<file path="src/rtl/mul_pkg.sv">
// Shared definitions for the pipelined integer multiplier: mode encoding,
// pipeline depth and small mode-decode helpers.
package mul_pkg;

  // Product-half / signedness selector carried on the mode port.
  typedef enum logic [1:0] {
    MUL    = 2'b00,  // low half, signedness irrelevant
    MULH   = 2'b01,  // high half, signed x signed
    MULHSU = 2'b10,  // high half, signed x unsigned
    MULHU  = 2'b11   // high half, unsigned x unsigned
  } mul_mode_e;

  // Register stages between acceptance and a valid result.
  localparam int MUL_LAT = 3;

  // First operand is sign-extended for the two modes that treat rs1 as signed.
  function automatic logic a_is_signed(input mul_mode_e m);
    return (m == MULH) || (m == MULHSU);
  endfunction

  // Second operand is signed only for MULH.
  function automatic logic b_is_signed(input mul_mode_e m);
    return (m == MULH);
  endfunction

  // Every mode except MUL returns the upper product half.
  function automatic logic hi_half(input mul_mode_e m);
    return (m != MUL);
  endfunction

endpackage

</file>
<file path="src/rtl/mul_pp.sv">
// Partial-product stage: splits two (W+1)-bit extended operands at SPLIT into
// an unsigned low slice and a signed high slice and registers the four
// signed cross products.
module mul_pp
  import mul_pkg::*;
#(
  parameter int W     = 32,
  parameter int SPLIT = 18
) (
  input  logic                              CLK,
  input  logic                              RSTN,
  input  logic                              en,
  input  logic [W:0]                        ax,
  input  logic [W:0]                        bx,
  output logic signed [2*SPLIT+1:0]         ll,
  output logic signed [W+1:0]               lh,
  output logic signed [W+1:0]               hl,
  output logic signed [2*(W+1-SPLIT)-1:0]   hh
);

  // Low slice gets a zero sign bit so it multiplies as a non-negative value.
  localparam int LO_W = SPLIT + 1;
  localparam int HI_W = W + 1 - SPLIT;
  localparam int LL_W = 2 * LO_W;
  localparam int XH_W = LO_W + HI_W;
  localparam int HH_W = 2 * HI_W;

  logic signed [LO_W-1:0] a_lo, b_lo;
  logic signed [HI_W-1:0] a_hi, b_hi;
  logic signed [LL_W-1:0] ll_d;
  logic signed [XH_W-1:0] lh_d, hl_d;
  logic signed [HH_W-1:0] hh_d;

  assign a_lo = $signed({1'b0, ax[SPLIT-1:0]});
  assign b_lo = $signed({1'b0, bx[SPLIT-1:0]});
  assign a_hi = $signed(ax[W:SPLIT]);
  assign b_hi = $signed(bx[W:SPLIT]);

  // Operands are widened to the full product width first so each product
  // is exact at its natural size.
  assign ll_d = LL_W'(a_lo) * LL_W'(b_lo);
  assign lh_d = XH_W'(a_lo) * XH_W'(b_hi);
  assign hl_d = XH_W'(a_hi) * XH_W'(b_lo);
  assign hh_d = HH_W'(a_hi) * HH_W'(b_hi);

  // Partial-product register, advancing with the global pipeline enable.
  always_ff @(posedge CLK or negedge RSTN) begin
    if (!RSTN) begin
      ll <= '0;
      lh <= '0;
      hl <= '0;
      hh <= '0;
    end else if (en) begin
      ll <= ll_d;
      lh <= lh_d;
      hl <= hl_d;
      hh <= hh_d;
    end
  end

endmodule

</file>
<file path="src/rtl/mul_pipe.sv">
// Three-stage valid/ready multiplier: S1 captures and extends operands,
// S2 (mul_pp) forms four partial products, S3 sums them and selects the
// requested product half into rd. The whole pipe advances on one enable,
// so bubbles travel with it and stalls freeze every stage together.
module mul_pipe
  import mul_pkg::*;
#(
  parameter int W     = 32,
  parameter int SPLIT = 18,
  parameter int TAG_W = 4
) (
  input  logic             CLK,
  input  logic             RSTN,
  input  logic             in_valid,
  output logic             in_ready,
  input  logic [W-1:0]     a,
  input  logic [W-1:0]     b,
  input  logic [1:0]       mode,
  input  logic [TAG_W-1:0] in_tag,
  output logic             out_valid,
  input  logic             out_ready,
  output logic [W-1:0]     rd,
  output logic [TAG_W-1:0] out_tag
);

  localparam int PW = 2 * W;

  logic                 en;
  logic [MUL_LAT:1]     vld_pipe;   // [1]=S1, [2]=S2, [3]=result
  mul_mode_e            mode_in, mode1, mode2;
  logic [TAG_W-1:0]     tag1, tag2;
  logic [W:0]           a_ext, b_ext, ax1, bx1;

  logic signed [2*SPLIT+1:0]       ll;
  logic signed [W+1:0]             lh, hl;
  logic signed [2*(W+1-SPLIT)-1:0] hh;
  logic [PW-1:0]                   prod;
  logic [W-1:0]                    rd_d;

  // Pipe moves whenever the result slot is empty or being drained.
  assign en        = !out_valid || out_ready;
  assign in_ready  = en;
  assign out_valid = vld_pipe[MUL_LAT];

  assign mode_in = mul_mode_e'(mode);
  assign a_ext   = {a_is_signed(mode_in) & a[W-1], a};
  assign b_ext   = {b_is_signed(mode_in) & b[W-1], b};

  // Valid shift register plus S1 operand/sideband capture.
  always_ff @(posedge CLK or negedge RSTN) begin
    if (!RSTN) begin
      vld_pipe <= '0;
      ax1      <= '0;
      bx1      <= '0;
      mode1    <= MUL;
      tag1     <= '0;
    end else if (en) begin
      vld_pipe <= {vld_pipe[MUL_LAT-1:1], in_valid};
      ax1      <= a_ext;
      bx1      <= b_ext;
      mode1    <= mode_in;
      tag1     <= in_tag;
    end
  end

  mul_pp #(.W(W), .SPLIT(SPLIT)) u_pp (
    .CLK  (CLK),
    .RSTN (RSTN),
    .en   (en),
    .ax   (ax1),
    .bx   (bx1),
    .ll   (ll),
    .lh   (lh),
    .hl   (hl),
    .hh   (hh)
  );

  // Sideband follows the partial products through S2.
  always_ff @(posedge CLK or negedge RSTN) begin
    if (!RSTN) begin
      mode2 <= MUL;
      tag2  <= '0;
    end else if (en) begin
      mode2 <= mode1;
      tag2  <= tag1;
    end
  end

  // Recombine the partials; everything is sign-extended to 2W and the sum
  // wraps modulo 2^(2W), which is exactly the two's-complement product.
  assign prod = PW'(ll)
              + ((PW'(lh) + PW'(hl)) << SPLIT)
              + (PW'(hh) << (2 * SPLIT));

  assign rd_d = hi_half(mode2) ? prod[PW-1:W] : prod[W-1:0];

  // S3 result register; holds while the consumer stalls.
  always_ff @(posedge CLK or negedge RSTN) begin
    if (!RSTN) begin
      rd      <= '0;
      out_tag <= '0;
    end else if (en) begin
      rd      <= rd_d;
      out_tag <= tag2;
    end
  end

endmodule

</file>
<file path="config.mk">
export PLATFORM = sky130hd
export DESIGN_NAME = mul_pipe
export DESIGN_NICKNAME = d
export VERILOG_FILES = /design/src/rtl/mul_pkg.sv /design/src/rtl/mul_pp.sv /design/src/rtl/mul_pipe.sv
export SDC_FILE = /design/constraint.sdc
export NUM_CORES = 2
export LEC_CHECK = 0
export CAP_MARGIN = 20
export CORE_MARGIN = 8
export CORE_UTILIZATION = 50
export DETAILED_ROUTE_END_ITERATION = 10
export GPL_TIMING_DRIVEN = 0
export MAX_ROUTING_LAYER = met4
export PLACE_DENSITY_LB_ADDON = 0.3
export SKIP_LAST_GASP = 1
export SLEW_MARGIN = 20
export SYNTH_ARGS = -nofsm -noshare
export SYNTH_HDL_FRONTEND = slang
export SYNTH_SLANG_ARGS = --single-unit
</file>
<file path="constraint.sdc">
create_clock -name CLK -period 9.02 [get_ports CLK]
set_clock_uncertainty 0.2 [all_clocks]
set_input_delay 0.902 -clock CLK [delete_from_list [all_inputs] [get_ports CLK]]
set_output_delay 0.902 -clock CLK [all_outputs]
set_load 0.03 [all_outputs]
</file>
Word level (Yosys, flattened, before mapping)
Cells that the tools add are included.

Register bits: 249. Bits of input ports: 74. Output and inout port bits: 38. Logic and storage cells: 29.

$add $sub $neg: 3. Multiply operators: 4. Equal/unequal tests: 2. Muxes and demuxes: 1. Bitwise gates (word level): 2. Reductions and logical operators: 4.

Operators by type and width (count): $add A54 B64 Y64 (1); $add A37 B53 Y54 (1); $mul A18 B18 Y36 (1); $add A34 B34 Y35 (1); $mul A15 B19 Y34 (1); $mul A19 B15 Y34 (1); $mux W32 (1); $mul A15 B15 Y28 (1); $and A1 B1 Y1 (2); $eq A2 B1 Y1 const B (1); $eq A2 B2 Y1 const B (1); $logic_or A1 B1 Y1 (2); $reduce_bool A2 Y1 (1); $logic_not A1 Y1 (1).

Depth between registers and ports, before layout
Word-level depth: 4. Mapped depth: 25. Depth with buffers taken out: 24.

Cells and area by module
Synthesis repeated with hierarchy kept, for this count alone.

Cell total of the unflattened synthesis: 5782. Area total of the unflattened synthesis: 51914.8 um^2.

By module, submodules not included: mul_pp (times used 1, cells an instance 4634, area an instance 42399.4 um^2, sequential area each 3353.2 um^2); mul_pipe (times used 1, cells an instance 1148, area an instance 9515.4 um^2, sequential area each 2927.8 um^2).

Worst setup path after synthesis
No wires, ideal clock.

Kind: register -> register. Start: register ax1[10]. End: register u_pp.lh[32]. Setup time: 69 ps. Arrival time: 6510 ps. Required time: 8751 ps. Path slack: 2242 ps. Cell stages (with the launch flop): 25. Path buffers: 1. Clock period less this slack: 6778 ps. Path through: dfrtp_1 clkbuf_1 nand2_1 fa_1 fa_1 inv_1 fa_1 inv_1 fa_1 inv_1 fa_1 inv_1 fa_1 inv_1 ha_1 o21ai_1 a21oi_2 a2111oi_1 nor4_2 a221o_2 or4b_4 a31oi_4 o41ai_1 or4b_1 nand3_1.

Cells in the longest elaborated chain, start to end: 1.

RTL lines: start, declared (line mul_pipe.sv:32) `logic [W:0] a_ext, b_ext, ax1, bx1;`; start signal, assigned (line mul_pipe.sv:59) `ax1 <= a_ext;`; $mul A19 B15 Y34 (line mul_pp.sv:42) `assign lh_d = XH_W'(a_lo) * XH_W'(b_hi);`; end signal, assigned (line mul_pp.sv:55) `lh <= lh_d;`; end, declared (line mul_pp.sv:16) `output logic signed [W+1:0] lh,`.

No other way between the ends. A chain may end at the register's enable or synchronous reset.

Worst setup path after layout
Start: register ax1[15]. End: register u_pp.lh[33].

The elaborated chain is that of the path after synthesis.

==> summary by stage <==
Clocking
CTS saw 249 sinks. The hold-fix buffer count after cts is 0. The setup fix buffers added after clock tree synthesis is 0. The H-tree was split into 2 levels. The number of clock buffers inserted by TritonCTS is 34. The clock passes through at most 3 buffers. The master cell of the clock root buffer is sky130_fd_sc_hd__clkbuf_16. The clock tree from TritonCTS is built. The post-CTS clock slew at the launch and capture registers of the worst setup and hold paths is 70 ps.

The later pin in the worst-skew pair is clocked with a latency of 600 ps. The number of instances resized during post-cts repair is 1.

Detailed routing
The routed layout has 41500 vias. The number of vias per cell is 5.73. The total wire length after detailed routing is 190000 µm. The DRC violation total after the first TritonRoute iteration is 3869. Dividing the detail-routed wire length by the instance count gives 26.2 µm. The post-route DRC violation count is 0. The final antenna-violating net count is 0.

The first TritonRoute pass finished after 6 iterations.

Timing
In the finished design, the share of the clock period the worst path needs comes to 97.2%. In the final timing run, aggregate negative setup slack is 0 ps. The final critical delay including setup and external delays is 8770 ps.

Setup violations remaining at the end of the flow were counted as 0. The number of failing hold endpoints at the final stage is 0. Setup repair after global routing left no endpoint under its margin. The maximum operating frequency is 114 MHz. At the pin with the least slew margin, the transition time is 1330 ps.

Hold timing on the final database bottoms out at a slack of 120 ps. The total count of max-transition violations in the final report is 0. The final worst slack is 250 ps.

The normalized max-slew margin is 11.5%.

Synth
In this run, synthesis inferred 0 flip-flops with an integrated enable. Counting flops with an async set or reset pin after synthesis yields a share of 100%. Ranked by total cell area, the synthesized netlist is headed by sky130_fd_sc_hd__fa_1, sky130_fd_sc_hd__ha_1, sky130_fd_sc_hd__dfrtp_1.

The net count after synthesis is 7221. The flip-flop cell with the highest count after synthesis is sky130_fd_sc_hd__dfrtp_1. The cell count after synthesis is 5762.

The mapped netlist covers 50000 µm². The synthesized flop and latch total is 249. The area share of the largest cell type after synthesis is 35.3%.

After Yosys synthesis, XOR and XNOR cells account for 3.03% of the synthesized area. The mux share of post-synthesis cell area is 0.0650%. After Yosys synthesis, and, or, nand and nor cells account for 18.2% of the synthesized area. Summing the sequential cell areas from Yosys gives 12.4% of the chip area.

The average footprint of a synthesized cell is 8.69 µm². The number of warnings issued by yosys is 0. The largest family of logic cells by synthesized area is adder cells. After Yosys synthesis, full adders, half adders and majority gates account for 47.9% of the synthesized area. The cell taking the most area after synthesis is sky130_fd_sc_hd__fa_1.

The number of different library cells used by synthesis comes to 79. The fraction of the mapped netlist area in compound gates is 8.40%.

Setup path
The element type at the critical path end is a flop. For the worst setup path, the data required time is 9240 ps. The worst setup path is launched from a flop. The capture instance of the worst register-to-register path is u_pp.lh[33]. The worst-path maximum fanout is 10. For the worst flop-to-flop path, the logic depth is 23. The arrival time at the worst endpoint is 8990 ps. In this run the register-to-register setup slack is 250 ps.

The launch instance of the worst register-to-register path is ax1[15]. The worst setup path is of the reg -> reg kind.

Finish
With fillers left out, the area of the finished cells amounts to 54100 µm². The final net count is 7372. In the final layout, the share of cells above drive strength 1 is 1.58%.

Leaving out fill and tap cells, the most frequent cell in the layout is sky130_fd_sc_hd__inv_1. The library cells used most frequently in the layout, excluding fill and tap cells, are sky130_fd_sc_hd__inv_1, sky130_fd_sc_hd__nand2_1, sky130_fd_sc_hd__fa_1, sky130_fd_sc_hd__ha_1, sky130_fd_sc_hd__and2_1. Relative to the synthesized area, the layout overhead comes to 8.11%.

Placement
The placed instances occupy a cell area of 52900 µm². The pre-CTS setup slack is 50.3 ps. The final weighted congestion of routability-driven global placement is 1.09. The HPWL after detailed placement is 156000 µm. In this run the tool buffered the top-level ports with 111 buffer cells.

GRT
For this run the aggregate overflow at the end of global routing stands at 0. The initial antenna violation count was 13. Across every metal layer, demand over resource in global routing totals 35.2%. The first global-routing pass estimated 279000 µm of wire.

Entering global routing, the biggest net connects 93 pins. The number of global-route vias before repair is 42600.

Run status
The run finished with clean final reports.

Flow run
Across the run, the number of max-cap violations was 0.

Floorplan
The width of the chip is 332 µm. From bottom edge to top edge, the die measures 332 µm. The number of ports placed on the die boundary is 112. The floorplan has 116 rows.

The starting utilization of the core area is 50.2%. The core region is 99700 µm². The floorplan step defined a die boundary enclosing 110000 µm².

Worst hold path
The type of the worst min-delay path is in -> async.
synthesized netlist by cell type, types with 4 or more instances:
master / instances
sky130_fd_sc_hd__nand2_1: 1052
sky130_fd_sc_hd__inv_1: 1064
sky130_fd_sc_hd__dfrtp_1: 249
sky130_fd_sc_hd__a21oi_1: 195
sky130_fd_sc_hd__nand3b_1: 6
sky130_fd_sc_hd__a221oi_1: 7
sky130_fd_sc_hd__o21a_1: 27
sky130_fd_sc_hd__and3_1: 16
sky130_fd_sc_hd__nand2b_1: 48
sky130_fd_sc_hd__nor4_1: 7
sky130_fd_sc_hd__a21o_1: 80
sky130_fd_sc_hd__and2_1: 482
sky130_fd_sc_hd__o221ai_1: 5
sky130_fd_sc_hd__fa_1: 882
sky130_fd_sc_hd__nand4_1: 20
sky130_fd_sc_hd__o22ai_1: 6
sky130_fd_sc_hd__nand3_1: 36
sky130_fd_sc_hd__a21boi_0: 6
sky130_fd_sc_hd__nor2b_1: 15
sky130_fd_sc_hd__o31ai_1: 15
sky130_fd_sc_hd__ha_1: 503
sky130_fd_sc_hd__o211ai_1: 13
sky130_fd_sc_hd__and4_1: 7
sky130_fd_sc_hd__nor3_1: 27
sky130_fd_sc_hd__xor2_1: 74
sky130_fd_sc_hd__o311ai_1: 6
sky130_fd_sc_hd__a41oi_1: 5
sky130_fd_sc_hd__nor2_1: 195
sky130_fd_sc_hd__buf_1: 8
sky130_fd_sc_hd__xnor2_1: 99
sky130_fd_sc_hd__or2_2: 5
sky130_fd_sc_hd__clkbuf_1: 264
sky130_fd_sc_hd__o211a_1: 4
sky130_fd_sc_hd__o2111ai_1: 7
sky130_fd_sc_hd__or3_1: 15
sky130_fd_sc_hd__a31oi_1: 31
sky130_fd_sc_hd__a41o_1: 4
sky130_fd_sc_hd__o21ai_1: 45
sky130_fd_sc_hd__o21bai_1: 24
sky130_fd_sc_hd__o21ai_0: 101
sky130_fd_sc_hd__or2_1: 7
sky130_fd_sc_hd__a211oi_1: 37
how the worst max path moves through the flow:
stage                        from          end  slack (ps)
after floorplan           ax1[10]  u_pp.lh[32]        2240
after global placement       RSTN      bx1[12]       -4520
after detailed placement  ax1[15]  u_pp.lh[33]          50
after CTS                 ax1[15]  u_pp.lh[33]         150
after global routing      ax1[15]  u_pp.lh[33]          20
final                     ax1[15]  u_pp.lh[33]         250
kinds of logic after synthesis:
logic type / count (synthesis)
mux: 3
simple gates: 1953
compound gates: 661
xor+xnor: 173
buf+inv: 1338
fa+ha+maj: 1385
flops: 249
area by class of cell:
cell class                      instances  area (µm²)
Fill cell                            9358       45600
Clock inverter                         19         213
Sequential cell                       249        6230
Buffer                                274        1050
Inverter                             1064        3990
Tap cell                             1298        1620
Clock buffer                           41         938
Antenna cell                           16        40.0
Multi-Input combinational cell       4175       38800
Timing Repair Buffer                  115        1210
stage by stage:
step / utilization (%) / std cells
after CTS: 54.2 / 7235
after global placement: 52.9 / 7171
after floorplan: - / 5762
after detailed placement: 53.1 / 7175
after global routing: 54.2 / 7245
final: 54.3 / 7251
worst max-delay path, cell delays in order (launching register included):
cell and delay, ps:
sky130_fd_sc_hd__dfrtp_1 320, sky130_fd_sc_hd__clkbuf_1 680, sky130_fd_sc_hd__clkbuf_2 520, sky130_fd_sc_hd__nand2_1 140, sky130_fd_sc_hd__fa_1 550, sky130_fd_sc_hd__fa_1 550
sky130_fd_sc_hd__inv_1 50, sky130_fd_sc_hd__fa_1 480, sky130_fd_sc_hd__fa_1 500, sky130_fd_sc_hd__fa_1 490, sky130_fd_sc_hd__inv_1 50, sky130_fd_sc_hd__fa_1 550
sky130_fd_sc_hd__inv_1 60, sky130_fd_sc_hd__ha_1 400, sky130_fd_sc_hd__and4_1 280, sky130_fd_sc_hd__and2_1 160, sky130_fd_sc_hd__a221oi_1 350, sky130_fd_sc_hd__o21a_1 160
sky130_fd_sc_hd__o31ai_1 100, sky130_fd_sc_hd__a41o_1 410, sky130_fd_sc_hd__o41ai_2 720, sky130_fd_sc_hd__o21ai_1 230, sky130_fd_sc_hd__xnor2_2 500, sky130_fd_sc_hd__a21oi_1 140
registers in the layout (all words and copies together) (netlist names):
signal,cells
ax1,33
u_pp.lh,34
rd,32
u_pp.hh,28
tag1,4
tag2,4
mode2,2
mode1,2
u_pp.ll,36
u_pp.hl,34
out_tag,4
vld_pipe,3
bx1,33
per-layer routing:
layer  global-route usage, %  vias to the layer above  routed length [µm]
met1                    44.8                    20600               75600
met2                    50.2                     2283               79100
met5                       -                        -                   0
li1                        -                    18000                   -
met4                    19.0                        0               13000
met3                    11.0                      571               22300
Power is not shown: default switching activity piles up to over one toggle a cycle in this logic, so the estimate is an artifact.
